File: src/rtl/phase_sequencer.sv
// -----------------------------------------------------------------------------
// phase_sequencer
//
// Instruction phase sequencer for a small microcoded CPU. A rising edge on
// start moves the sequencer from IDLE to RUN, where it steps the control-unit
// phase 0..5 once per clock. Each 5->0 wrap retires one instruction; with
// step_mode set the sequencer drops back to IDLE after that wrap. At phase 4
// the control unit can request an OUT or IN transfer, which parks the
// sequencer in WAIT_IO until the matching acknowledge arrives. A halt request
// at phases 1..5 parks it in HALT until reset.
//
// Optional feature (compile-time macro PHASE_SEQ_INSTR_COUNT_EN):
//   defined   -> instr_count counts retired instructions, saturating at FFFF
//   undefined -> instr_count is tied to zero (port kept)
//
// Ports
//   clk          in   1   system clock, all state changes on the rising edge
//   rst          in   1   synchronous reset, active low
//   start        in   1   run button (synchronous); only its rising edge acts
//   step_mode    in   1   1 = return to IDLE after each instruction
//   hlt          in   1   halt request from the control unit
//   out_s        in   1   OUT request from the control unit (phase 4)
//   in_s         in   1   IN request from the control unit (phase 4)
//   out_src      in  16   value to emit on OUT
//   in_src       in  16   switch value offered for IN
//   out_ack      in   1   display consumed out_data
//   in_ack       in   1   in_src is valid
//   phase        out  3   current phase 0..5
//   running      out  1   sequencer in RUN or WAIT_IO
//   halted       out  1   sequencer in HALT
//   out_req      out  1   OUT handshake request
//   out_data     out 16   value latched for OUT
//   in_req       out  1   IN handshake request
//   in_data      out 16   switch value latched on IN acknowledge
//   instr_count  out 16   retired-instruction count
// -----------------------------------------------------------------------------
module phase_sequencer (
   input  logic        clk,
   input  logic        rst,
   input  logic        start,
   input  logic        step_mode,
   input  logic        hlt,
   input  logic        out_s,
   input  logic        in_s,
   input  logic [15:0] out_src,
   input  logic [15:0] in_src,
   input  logic        out_ack,
   input  logic        in_ack,
   output logic [2:0]  phase,
   output logic        running,
   output logic        halted,
   output logic        out_req,
   output logic [15:0] out_data,
   output logic        in_req,
   output logic [15:0] in_data,
   output logic [15:0] instr_count
);

   typedef enum logic [1:0] {
      ST_IDLE    = 2'd0,
      ST_RUN     = 2'd1,
      ST_WAIT_IO = 2'd2,
      ST_HALT    = 2'd3
   } state_t;

   state_t      state_r;
   logic [2:0]  phase_r;
   logic        running_r;
   logic        halted_r;
   logic        out_req_r;
   logic        in_req_r;
   logic [15:0] out_data_r;
   logic [15:0] in_data_r;
   logic        start_d_r;

   logic        start_edge_s;
   logic        retire_s;

   assign start_edge_s = start & ~start_d_r;

   // A wrap from phase 5 retires unless a halt request wins the same cycle.
   assign retire_s = (state_r == ST_RUN) && (phase_r >= 3'd5) && !hlt;

   // Sequencer FSM with registered status and handshake outputs.
   always_ff @(posedge clk) begin
      if (!rst) begin
         state_r    <= ST_IDLE;
         phase_r    <= 3'd0;
         running_r  <= 1'b0;
         halted_r   <= 1'b0;
         out_req_r  <= 1'b0;
         in_req_r   <= 1'b0;
         out_data_r <= 16'd0;
         in_data_r  <= 16'd0;
         start_d_r  <= 1'b0;
      end else begin
         start_d_r <= start;
         case (state_r)
            ST_IDLE: begin
               phase_r <= 3'd0;
               if (start_edge_s) begin
                  state_r   <= ST_RUN;
                  running_r <= 1'b1;
               end
            end

            ST_RUN: begin
               // Priority: halt, then OUT, then IN, then normal stepping.
               if (hlt && (phase_r != 3'd0)) begin
                  state_r   <= ST_HALT;
                  phase_r   <= 3'd0;
                  running_r <= 1'b0;
                  halted_r  <= 1'b1;
               end else if ((phase_r == 3'd4) && out_s) begin
                  out_data_r <= out_src;
                  out_req_r  <= 1'b1;
                  state_r    <= ST_WAIT_IO;
               end else if ((phase_r == 3'd4) && in_s) begin
                  in_req_r <= 1'b1;
                  state_r  <= ST_WAIT_IO;
               end else if (phase_r >= 3'd5) begin
                  phase_r <= 3'd0;
                  if (step_mode) begin
                     state_r   <= ST_IDLE;
                     running_r <= 1'b0;
                  end
               end else begin
                  phase_r <= phase_r + 3'd1;
               end
            end

            ST_WAIT_IO: begin
               // Only the ack matching the outstanding request is honoured.
               if (out_req_r && out_ack) begin
                  out_req_r <= 1'b0;
                  state_r   <= ST_RUN;
                  phase_r   <= 3'd5;
               end else if (in_req_r && in_ack) begin
                  in_data_r <= in_src;
                  in_req_r  <= 1'b0;
                  state_r   <= ST_RUN;
                  phase_r   <= 3'd5;
               end
            end

            ST_HALT: begin
               phase_r <= 3'd0;
            end

            default: begin
               state_r   <= ST_IDLE;
               phase_r   <= 3'd0;
               running_r <= 1'b0;
               halted_r  <= 1'b0;
               out_req_r <= 1'b0;
               in_req_r  <= 1'b0;
            end
         endcase
      end
   end

`ifdef PHASE_SEQ_INSTR_COUNT_EN
   logic [15:0] instr_count_r;

   // Retired-instruction counter, saturating so it never wraps to zero.
   always_ff @(posedge clk) begin
      if (!rst) begin
         instr_count_r <= 16'd0;
      end else if (retire_s && (instr_count_r != 16'hFFFF)) begin
         instr_count_r <= instr_count_r + 16'd1;
      end
   end

   assign instr_count = instr_count_r;
`else
   logic unused_retire_s;
   assign unused_retire_s = retire_s;
   assign instr_count     = 16'd0;
`endif

   assign phase    = phase_r;
   assign running  = running_r;
   assign halted   = halted_r;
   assign out_req  = out_req_r;
   assign out_data = out_data_r;
   assign in_req   = in_req_r;
   assign in_data  = in_data_r;

endmodule

File: config.mk
export PLATFORM = sky130hd
export DESIGN_NAME = phase_sequencer
export DESIGN_NICKNAME = d
export VERILOG_FILES = /design/src/rtl/phase_sequencer.sv
export SDC_FILE = /design/constraint.sdc
export NUM_CORES = 1
export LEC_CHECK = 0
export ABC_AREA = 0
export CAP_MARGIN = 20
export CORE_UTILIZATION = 44
export CTS_BUF_LIST = sky130_fd_sc_hd__clkbuf_4 sky130_fd_sc_hd__clkbuf_8
export DETAILED_ROUTE_END_ITERATION = 10
export PLACE_DENSITY = 0.85
export SLEW_MARGIN = 20
export SYNTH_ARGS = -nofsm -noshare
export SYNTH_HDL_FRONTEND = slang
export SYNTH_SLANG_ARGS = --single-unit
File: constraint.sdc
create_clock -name clk -period 5.43 [get_ports clk]
set_clock_uncertainty 0.15 [all_clocks]
set_input_delay 0.8145 -clock clk [delete_from_list [all_inputs] [get_ports clk]]
set_output_delay 0.8145 -clock clk [all_outputs]
set_load 0.1 [all_outputs]
==> results of run 1 <==
## power by group
| group | switching (uW) | internal [uW] |
|---|---|---|
| Clock | 100 | 147 |
| Combinational | 151 | 67.0 |
| Sequential | 10.6 | 318 |
| Total | 262 | 532 |
## layout make-up
| class | count | area, um^2 |
|---|---|---|
| clock inverters | 1 | 30.0 |
| inverters | 6 | 22.5 |
| clock buffers | 6 | 82.6 |
| multi-input cells | 151 | 873 |
| fillers | 340 | 1300 |
| well taps | 50 | 62.6 |
| flip-flops and latches | 42 | 841 |
| repair buffers | 81 | 813 |
## per-stage QoR
stage	util, %	total power (uW)	area, um^2
after floorplan	-	509	1920
after global placement	64.5	549	2600
after detailed placement	64.8	553	2610
after CTS	67.6	799	2730
after global routing	67.6	828	2730
final	67.6	794	2730
## registers in the layout, indices dropped and copies added (netlist names)
| name | count |
|---|---|
| state_r | 2 |
| in_data | 16 |
| phase | 3 |
| start_d_r | 1 |
| running | 1 |
| out_data | 16 |
| halted | 1 |
| in_req | 1 |
| out_req | 1 |
## worst reg2reg max path, stage by stage (launching register included)
cell and delay (ns):
dfxtp_1 0.41, inv_1 0.09, ha_1 0.18, o31a_1 0.29
a211o_1 0.31, or4b_1 0.48, a21oi_1 0.15
## logic make-up after synthesis
| family | Yosys count | share of synthesized area (%) |
|---|---|---|
| adders and majority gates | 3 | 2.02 |
| muxes | 17 | 9.14 |
| AOI/OAI and AO/OA | 43 | 15.2 |
| DFF | 42 | 45.2 |
| other | 1 | 0.201 |
| and+or+nand+nor | 72 | 17.0 |
| buffers and inverters | 34 | 11.3 |
## synth_stat cells, types with 3 or more instances
library cell,number
buf_2,3
clkbuf_1,6
inv_1,6
ha_1,3
mux2i_1,17
nand2b_1,5
a221oi_1,3
dfxtp_1,42
nand2_1,38
a211oi_1,3
a31oi_1,3
a21oi_1,20
nor2_1,20
buf_4,17
## layer usage
layer | global-route usage (%) | vias to the layer above | share of wire, %
li1 | - | 841 | -
met1 | 22.1 | 769 | 44
met2 | 33.6 | 63 | 48
met3 | 6.51 | 5 | 7.0
met4 | 5.59 | 0 | 0.94
met5 | 0 | - | 0
## how the worst min path moves through the flow
stage / slack [ns] / from / cells after the start / to
after floorplan: 0.32 / state_r[0]$_SDFFE_PN0P_ / 2 / state_r[0]$_SDFFE_PN0P_
after global placement: 0.29 / in_data[14]$_SDFFE_PN0P_ / 2 / in_data[14]$_SDFFE_PN0P_
after detailed placement: 0.30 / in_data[9]$_SDFFE_PN0P_ / 2 / in_data[9]$_SDFFE_PN0P_
after CTS: 0.31 / in_data[9]$_SDFFE_PN0P_ / 2 / in_data[9]$_SDFFE_PN0P_
after global routing: 0.32 / in_data[11]$_SDFFE_PN0P_ / 2 / in_data[11]$_SDFFE_PN0P_
final: 0.31 / in_data[10]$_SDFFE_PN0P_ / 2 / in_data[10]$_SDFFE_PN0P_
==> metrics.csv, run 1 <==
stage,metric,value,unit
setup_path,max_stage_delay,1.19,ns
timing,report.final.setup_viol,0,
yosys,ys_warn_count,0,
timing,final_hold_viol_count,0,
setup_path,end_kind,output port,
yosys,syn_avg_cell_area,8.78,um^2
cts,clock_path_buffers,2,
die,die-width,67.1,um
drt,vias,1678,
timing,relSlewSlack,34.2,%
drt,drc,0,
yosys,synth_cell_types,36,
setup_path,crit_end,phase[2],
placement,hpwl,3120,um
yosys,yosys.area.top_type,dfxtp_1,
yosys,synth_top_area_share,45.2,%
timing,rsz0062_at_grt,no,
power_and_ir_drop,ir_drop,0.178,mV
finish,area_growth,46.4,%
cts,cts.sinks,42,
yosys,synth_edf_count,0,
setup_path,reg2regPathDepth,6,
setup_path,worstPathArrival,1.95,ns
global_routing,antenna_found_initial,0,
cts,cts_buffers,5,
timing,setup_tns,0,ns
setup_path,startpoint,phase[2]$_SDFFE_PN0P_,
setup_path,cp_top_family,buffers and inverters,
drt,wl,4270,um
global_routing,grt_pass1_wl,6490,um
placement,portBuffers,79,
setup_path,worst_r2r_startpoint,phase[1]$_SDFFE_PN0P_,
job,drv_cap,0,
timing,hold_slack,0.308,ns
yosys,synth_area,1860,um^2
global_routing,grt_start_max_net_pins,24,
cts,cts_tree,done,
yosys,ys_seq_elements,42,
timing,finalWorstSetupSlack,2.52,ns
yosys,dominantRegCellSynth,dfxtp_1,
die,top_level_ports,96,
global_routing,grt_use_total,19.4,%
cts,post_cts_buffers,0,
yosys,synth_seq_area_share,45.2,%
global_routing,grt_overflow_total,0,
finish,final_nets,331,
power_and_ir_drop,power_leakage,0.000977,uW
yosys,synthTopCellsByArea,"dfxtp_1, mux2i_1, nand2_1",
setup_path,cp_max_fo,8,
placement,pre_cts_slack,2.70,ns
finish,drive_gt1_share,3.83,%
cts,root_buffer,clkbuf_8,
outcome,status,"finished, final reports clean",
drt,post_drt_wl_per_cell,12.7,um
drt,detail-route-antenna-nets,0,
min_path,hp-class,register to register,
die,core-area,4030,um^2
setup_path,crit_buf_inv,1,
setup_path,crit_type,register to output port,
finish,final_cells,337,
placement,place_inst,330,
yosys,ys_async_sr_fraction,0,%
placement,place_congestion,0.863,
power_and_ir_drop,p_per_area,291,nW/um^2
setup_path,slowest_stage,clkdlybuf4s50_1,
cts,cts_resized,0,
global_routing,grt_pass1_vias,1488,
timing,worst_pin_slew,0.984,ns
setup_path,r2r_end,phase[1]$_SDFFE_PN0P_,
finish,layout_common_cells,"clkdlybuf4s50_1, dfxtp_1, nand2_1",
timing,max_freq,343,MHz
drt,drt-pass1-iter-count,4,
finish,mostFrequentLayoutCell,clkdlybuf4s50_1,
cts,clk_pin_slew_worst_paths,0.08,ns
setup_path,cp_num_cells,1,
finish,diodes,0,
yosys,syn_inst,212,
die,die_area,4500,um^2
cts,htree_levels,2,
timing,fin_crit,2.91,ns
setup_path,cp.required,4.47,ns
die,rows,23,
cts,cts_hold_buf,0,
setup_path,r2r_slack,3.31,ns
die,die_h,67.1,um
timing,period_share,53.7,%
drt,drt-initial-drc-count,66,
setup_path,setup.worst_path.start_class,register,
timing,final_max_slew_viol_count,0,
setup_path,path_cells,clkdlybuf4s50_1,
drt,post_drt_via_cell_ratio,4.98,
cts,clk_latency,0.29,ns
die,initial_utilization,46.2,%
Note: power is estimated with default switching activity, not from simulation.
==> inputs of run 2 (changes only) <==
CORE_UTILIZATION = 37   (was 44)
PLACE_DENSITY = 0.76   (was 0.85)
clock period = 2.5 ns   (was 5.43 ns; I/O delays follow)
==> metrics.csv, run 2 (same netlist as run 1, synthesis figures left out) <==
stage,metric,value,unit
cts,cts.sinks,42,
finish,mostFrequentLayoutCell,buf_4,
timing,finalWorstSetupSlack,0.474,ns
drt,drt-pass1-iter-count,4,
cts,htree_levels,2,
setup_path,cp_max_fo,5,
power_and_ir_drop,ir_drop,0.260,mV
cts,cts_tree,done,
setup_path,worstPathArrival,2.09,ns
power_and_ir_drop,sw_frac_of_total,33.4,%
power_and_ir_drop,p_comb_share,27.5,%
cts,root_buffer,clkbuf_8,
global_routing,grt_overflow_total,0,
die,rows,25,
cts,clock_path_buffers,2,
drt,drc,0,
die,core-area,4790,um^2
die,die-width,72.9,um
finish,multi_input_comb_area,873,um^2
outcome,status,"finished, final reports clean",
placement,place_inst,351,
global_routing,grt_start_max_net_pins,18,
cts,clk_latency,0.29,ns
placement,hpwl,3140,um
job,drv_cap,0,
min_path,hp-class,register to register,
finish,regArea,843,um^2
timing,report.final.setup_viol,0,
setup_path,cp.required,2.57,ns
drt,dr.max_layer_used,met4,
power_and_ir_drop,p_per_area,645,nW/um^2
timing,rsz0062_at_grt,no,
drt,post_drt_via_cell_ratio,4.81,
global_routing,grt_pass1_vias,1618,
drt,routed-wl-met3,362,um
timing,final_hold_viol_count,0,
drt,wl,4300,um
setup_path,crit_type,register to register,
timing,setup_tns,0,ns
cts,cts_resized,0,
power_and_ir_drop,p_seq_share,41.2,%
timing,period_share,81.1,%
timing,max_freq,493,MHz
drt,wl_met2,2030,um
finish,final_cells,358,
finish,layout_common_cells,"buf_4, dfxtp_1, clkdlybuf4s50_1",
die,initial_utilization,38.9,%
setup_path,end_kind,register,
power_and_ir_drop,switchingPower,580,uW
power_and_ir_drop,power_leakage,0.00108,uW
power_and_ir_drop,p_int,1150,uW
cts,post_cts_buffers,0,
drt,vias,1723,
global_routing,grt_use_total,17.0,%
drt,drt-initial-drc-count,100,
finish,final_nets,335,
finish,area_growth,44.3,%
cts,clk_pin_slew_worst_paths,0.08,ns
drt,detail-route-antenna-nets,0,
drt,post_drt_wl_per_cell,12.0,um
timing,fin_crit,2.03,ns
finish,drive_gt1_share,19.2,%
placement,portBuffers,79,
power_and_ir_drop,pwr-share-clk,31.3,%
timing,relSlewSlack,54.7,%
die,die_h,72.9,um
die,die_area,5320,um^2
finish,fill_cells,450,
timing,worst_pin_slew,0.677,ns
timing,final_max_slew_viol_count,0,
die,top_level_ports,96,
finish,diodes,0,
setup_path,setup.worst_path.start_class,register,
placement,place_congestion,0.828,
cts,cts_hold_buf,0,
global_routing,grt_pass1_wl,6870,um
drt,m1WireLength,1800,um
global_routing,antenna_found_initial,0,
placement,pre_cts_slack,0.308,ns
cts,cts_buffers,5,
==> run 2: cell count changes in the layout (fill, tap and decap cells not counted) <==
| cell | before | now |
|---|---|---|
| buf_4 | 1 | 44 |
| clkdlybuf4s50_1 | 79 | 40 |
| dfxtp_1 | 42 | 40 |
| dfxtp_2 | 0 | 2 |
| buf_12 | 0 | 1 |
| buf_8 | 1 | 0 |
==> run 2: area by class of cell <==
cell class / count / area share [%]
Clock buffer: 6 / 3.07
Clock inverter: 1 / 1.12
Inverter: 6 / 0.838
Multi-Input combinational cell: 151 / 32.5
Sequential cell: 42 / 31.4
Tap cell: 67 / 3.12
Timing Repair Buffer: 85 / 27.9
==> run 2: worst paths after layout <==
path | from | to | slack, ns | depth (start not counted)
min | in_data[0]$_SDFFE_PN0P_ | in_data[0]$_SDFFE_PN0P_ | 0.31 | 2
min reg2reg | in_data[0]$_SDFFE_PN0P_ | in_data[0]$_SDFFE_PN0P_ | 0.31 | 2
max reg2reg | phase[1]$_SDFFE_PN0P_ | phase[1]$_SDFFE_PN0P_ | 0.47 | 6
max | phase[1]$_SDFFE_PN0P_ | phase[1]$_SDFFE_PN0P_ | 0.47 | 6
==> run 2: power groups by stage <==
stage,registers [uW],logic (uW),clock network (uW)
after floorplan,824,284,0
after global placement,729,463,0
after detailed placement,730,472,0
after CTS,714,472,563
after global routing,718,505,593
final,715,476,543
==> run 2: per-layer routing <==
layer  up-vias  global-route usage, %
met5         -                      0
li1        851                      -
met1       770                   18.7
met4         0                   10.7
met2        88                   27.6
met3        14                   6.22
==> run 2: per-stage QoR <==
step | power [uW] | utilization, % | area, um^2 | hold WS (ns)
2_1_floorplan | 1110 | - | 1920 | 0.319
3_3_place_gp | 1190 | 53.8 | 2570 | 0.293
3_5_place_dp | 1200 | 53.8 | 2570 | 0.301
4_1_cts | 1750 | 56.1 | 2690 | 0.312
5_1_grt | 1820 | 56.1 | 2690 | 0.323
6_report | 1730 | 56.1 | 2690 | 0.307
==> run 2: worst max-delay path, cell delays in order (launching register included) <==
cell	delay (ns)
dfxtp_2	0.37
inv_1	0.06
ha_1	0.17
o31a_1	0.29
a211o_1	0.30
or4b_1	0.47
a21oi_1	0.14
